==> config.mk <==
export PLATFORM = sky130hd
export DESIGN_NAME = pcpi_dispatch
export DESIGN_NICKNAME = d
export VERILOG_FILES = /design/src/rtl/pcpi_dispatch.sv
export SDC_FILE = /design/constraint.sdc
export NUM_CORES = 1
export LEC_CHECK = 0
export ABC_AREA = 1
export BUFFER_PORTS_ARGS = -buffer_cell sky130_fd_sc_hd__buf_2
export CAP_MARGIN = 20
export CORE_ASPECT_RATIO = 1.1
export CORE_MARGIN = 2
export CORE_UTILIZATION = 35
export CTS_BUF_LIST = sky130_fd_sc_hd__clkbuf_8 sky130_fd_sc_hd__clkbuf_16
export DETAILED_ROUTE_END_ITERATION = 8
export PLACE_DENSITY_LB_ADDON = 0.25
export SLEW_MARGIN = 20
export SYNTH_ARGS = -nofsm -noshare
export SYNTH_HDL_FRONTEND = slang
export SYNTH_SLANG_ARGS = --single-unit
==> constraint.sdc <==
create_clock -name clk -period 1.9 [get_ports clk]
set_input_delay 0.38 -clock clk [delete_from_list [all_inputs] [get_ports clk]]
set_output_delay 0.38 -clock clk [all_outputs]
set_load 0.05 [all_outputs]
==> src/rtl/pcpi_dispatch.sv <==
// rtl/pcpi_dispatch.sv - PCPI request dispatcher for M-extension multiply/divide coprocessors
// Ports:
//   clk, reset                      clock, synchronous active-high reset
//   pcpi_valid/insn/rs1/rs2         CPU request
//   pcpi_wr/rd/wait/ready           CPU response
//   mul_valid, div_valid            per-unit request strobes
//   co_insn, co_rs1, co_rs2         registered request shared by both units
//   mul_/div_ ready, wr, rd         per-unit completion
module pcpi_dispatch #(
  parameter int TIMEOUT_CYCLES = 64
) (
  input  logic        clk,
  input  logic        reset,
  input  logic        pcpi_valid,
  input  logic [31:0] pcpi_insn,
  input  logic [31:0] pcpi_rs1,
  input  logic [31:0] pcpi_rs2,
  output logic        pcpi_wr,
  output logic [31:0] pcpi_rd,
  output logic        pcpi_wait,
  output logic        pcpi_ready,
  output logic        mul_valid,
  output logic        div_valid,
  output logic [31:0] co_insn,
  output logic [31:0] co_rs1,
  output logic [31:0] co_rs2,
  input  logic        mul_ready,
  input  logic        div_ready,
  input  logic        mul_wr,
  input  logic        div_wr,
  input  logic [31:0] mul_rd,
  input  logic [31:0] div_rd
);

  typedef enum logic [1:0] {IDLE, ISSUE, RESP, DRAIN} state_t;

  // Last ISSUE cycle index; counter value TIMEOUT_CYCLES-1 means this is the final cycle.
  localparam logic [7:0] TLAST = 8'(TIMEOUT_CYCLES - 1);

  state_t      state, state_nxt;
  logic [7:0]  tcnt;
  logic        sel_div;
  logic        lat_wr;
  logic        insn_match;
  logic        unit_ready;
  logic        accept;
  logic        take_result;

  assign insn_match  = (pcpi_insn[6:0] == 7'b0110011) && (pcpi_insn[31:25] == 7'b0000001);
  // Only the selected unit's ready is observed; the other unit is ignored.
  assign unit_ready  = sel_div ? div_ready : mul_ready;
  assign accept      = (state == IDLE) && pcpi_valid && insn_match;
  // CPU withdrawing the request has priority over a coincident ready.
  assign take_result = (state == ISSUE) && pcpi_valid && unit_ready;

  always_comb begin
    state_nxt  = state;
    mul_valid  = 1'b0;
    div_valid  = 1'b0;
    pcpi_wait  = 1'b0;
    pcpi_ready = 1'b0;
    pcpi_wr    = 1'b0;
    case (state)
      IDLE: begin
        if (accept) state_nxt = ISSUE;
      end
      ISSUE: begin
        mul_valid = !sel_div;
        div_valid = sel_div;
        pcpi_wait = 1'b1;
        // Ready is checked before the timeout so a last-cycle completion is kept.
        if (!pcpi_valid)          state_nxt = IDLE;
        else if (unit_ready)      state_nxt = RESP;
        else if (tcnt == TLAST)   state_nxt = DRAIN;
      end
      RESP: begin
        pcpi_ready = 1'b1;
        pcpi_wr    = lat_wr;
        state_nxt  = DRAIN;
      end
      DRAIN: begin
        if (!pcpi_valid) state_nxt = IDLE;
      end
      default: state_nxt = IDLE;
    endcase
  end

  always_ff @(posedge clk) begin
    if (reset) begin
      state   <= IDLE;
      tcnt    <= 8'd0;
      sel_div <= 1'b0;
      lat_wr  <= 1'b0;
      pcpi_rd <= 32'd0;
      co_insn <= 32'd0;
      co_rs1  <= 32'd0;
      co_rs2  <= 32'd0;
    end else begin
      state <= state_nxt;
      // Cleared outside ISSUE, so it is zero on the first ISSUE cycle.
      tcnt  <= (state == ISSUE) ? tcnt + 8'd1 : 8'd0;
      if (accept) begin
        co_insn <= pcpi_insn;
        co_rs1  <= pcpi_rs1;
        co_rs2  <= pcpi_rs2;
        sel_div <= pcpi_insn[14];
      end
      if (take_result) begin
        lat_wr  <= sel_div ? div_wr : mul_wr;
        pcpi_rd <= sel_div ? div_rd : mul_rd;
      end
    end
  end

endmodule

==> metrics.csv <==
metric,value,unit
status,"complete, no violations",
finalSetupViolations,0,
port_buffers,299,
fin_area,0.007387,sq mm
dpl_cell_area,0.006797,sq mm
grt_pass1_vias,4565,
power.density_cell_area,869.8,mW/mm^2
n_antenna_cell,0,
synthArstFlopShare,0,%
vias,5312,
fill_cells,1455,
yosys.area.top_type,dfxtp_1,
cts_tree,done,
path_class,flip-flop to output port,
core,0.01433,sq mm
rows,46,
clk_pin_slew,60,ps
synth_compound_area_share,16.17,%
die_y,130.8,microns
grtUsageTotal,18.57,%
start_util,35.70,%
slew_viol_final,0,
htree_levels,4,
ys_types,26,
critPathLaunchType,flip-flop,
io_pins,300,
power_frac_seq,45.4,%
grt_pass1_wl,22760,microns
hold_violations,0,
synth_common_cells,"nor2_1, dfxtp_1, o21ai_0",
crit_arrival,1420,ps
netlist_instances,662,
final_layout_size_suffix_gt1_share,36.70,%
startpoint,state[0]$_SDFFE_PP0P_,
dpl.hpwl,10850,microns
tightest_slew,362.9,ps
fin_nets,1115,
insertion_delay,410,ps
intPower,5.094,mW
worstPathRequired,1520,ps
grt.overflow.total,0,
synth-edff-count,0,
combPwrFrac,4.3,%
synth_area_leaders,"dfxtp_1, nor2_1, o21ai_0, nand2_1, a31oi_1",
worstSetupEndpointType,output port,
synth_area,0.005116,sq mm
vdd_drop_max,0.4965,mV
die_w,119.3,microns
synth-xor-area-share,0,%
ys_ff_latch,139,
p_sw_share,20.71,%
layout_min_cycle_time,1802,ps
clockPowerShare,50.3,%
ys_seq_area_share,54.39,%
maxCapViolCount,0,
multiInputGateArea,0.002022,sq mm
fin_util,51.55,%
dr.pass1.iters,4,
fin_crit_sh,94.86,%
syn_to_final_growth,44.39,%
crit_fanout,4,
drt-vias-per-instance,4.615,
synth_warnings,0,
dr.first_iter.drc_count,328,
power_switching,1.331,mW
yosysTopAreaCellShare,54.39,%
synthSimpleGateAreaFrac,23.06,%
finClkSkew,7.421,ps
holdWs,216.7,ps
ant_nets,0,
power.leakage,3.620,nW
cts_made_buffers,17,
total_power,6.425,mW
post_cts_buffers,0,
yosysMostFrequentCell,nor2_1,
dieArea,0.01560,sq mm
synthAdderAreaFrac,0.2446,%
clock-root-buffer,clkbuf_16,
rr_startpoint,co_insn[14]$_SDFFE_PP0P_,
hp-start,pcpi_rs2[21],
synth.avg_cell_area,7.728,sq um
yosys_most_used_dff,dfxtp_1,
relSlewSlack,75.81,%
clock_sinks,139,
synth.net_count,830,
wl_per_cell,12.98,microns
clockBufferDepth,2,
routed_wl,14940,microns
place_congestion,0.7917,
grt_max_degree,99,
max_freq,554.8,MHz
hold_path.class,input port to flip-flop,
regArea,0.002783,sq mm
synth_top_family_by_area,simple AND/OR/NAND/NOR gates,
antenna_found_initial,0,
post-route-drc-count,0,
synthMuxAreaShare,0,%
-- worst paths after layout --
kind	to	slack, ps	cells past startpoint
setup / recovery	mul_valid	100	6
hold / removal	co_rs2[21]$_SDFFE_PP0P_	220	3
setup reg to reg	pcpi_rd[26]$_SDFFE_PP0P_	360	8
hold reg to reg	tcnt[0]$_SDFF_PP0_	450	1
-- flip-flops by register name, indices dropped and copies added, names as in the netlist, named ones only --
signal   cells
state        1
lat_wr       1
co_insn     32
tcnt         8
pcpi_rd     32
co_rs2      32
co_rs1      32
-- final cells by class --
| class | instances | area share, % |
|---|---|---|
| flip-flops and latches | 139 | 37.67 |
| well taps | 192 | 3.252 |
| clock buffers | 20 | 6.318 |
| multi-input cells | 456 | 27.37 |
| clock inverters | 11 | 1.609 |
| inverters | 20 | 1.016 |
| repair buffers | 313 | 22.76 |
-- cells in the final DEF (no fill, tap or decap), types with 5 or more instances in the layout --
cell type / instances
buf_12: 6
buf_4: 9
nand2_1: 81
clkbuf_16: 17
o21ai_1: 10
a21oi_1: 5
nand3_1: 10
nor2_1: 192
clkinv_2: 5
dfxtp_1: 139
o21ai_0: 106
a31oi_1: 33
inv_2: 6
buf_2: 297
inv_1: 14
-- per-layer routing --
metal	vias to the layer above	global-route usage (%)	part of all wire, %
li1	2731	-	-
met1	2335	22.36	43
met2	231	30.87	46
met3	15	6.510	8.7
met4	0	6.793	1.3
met5	-	0	0
-- what timing repair did --
action                                  in CTS  in global routing
resized for setup                            0                  3
endpoints found under the setup margin       0                  2
hold buffers                                 0                  0
endpoints found under the hold margin        0                  0
-- stage by stage --
stage               TNS, ps  std cells  setup WS, ps
finish                    0       1151         97.65
global route         -3.466       1151        -3.466
CTS                       0       1151         12.92
floorplan                 0        662         38.52
detailed placement        0       1120         280.6
global placement          0       1120         284.6
-- worst max-delay path, cell delays in order, from the launching register on --
cell and delay, ps:
dfxtp_1 320, buf_4 140, inv_2 50, nor2_4 130
inv_1 70, nor2_1 80, clkbuf_4 230
-- power groups by stage --
stage          logic (mW)  clock network (mW)  registers [mW]
6_report            0.278                3.23            2.92
5_1_grt             0.315                3.45            2.91
4_1_cts             0.281                3.33            2.91
3_5_place_dp        0.279                   0            2.98
3_3_place_gp        0.279                   0            2.98
2_1_floorplan      0.0853                   0            2.98
-- logic make-up after synthesis --
| logic type | count (synthesis) |
|---|---|
| adders and majority gates | 1 |
| and+or+nand+nor | 299 |
| AOI/OAI and AO/OA | 156 |
| buffers and inverters | 67 |
| DFF | 139 |
Power figures use the tool's default switching activity.
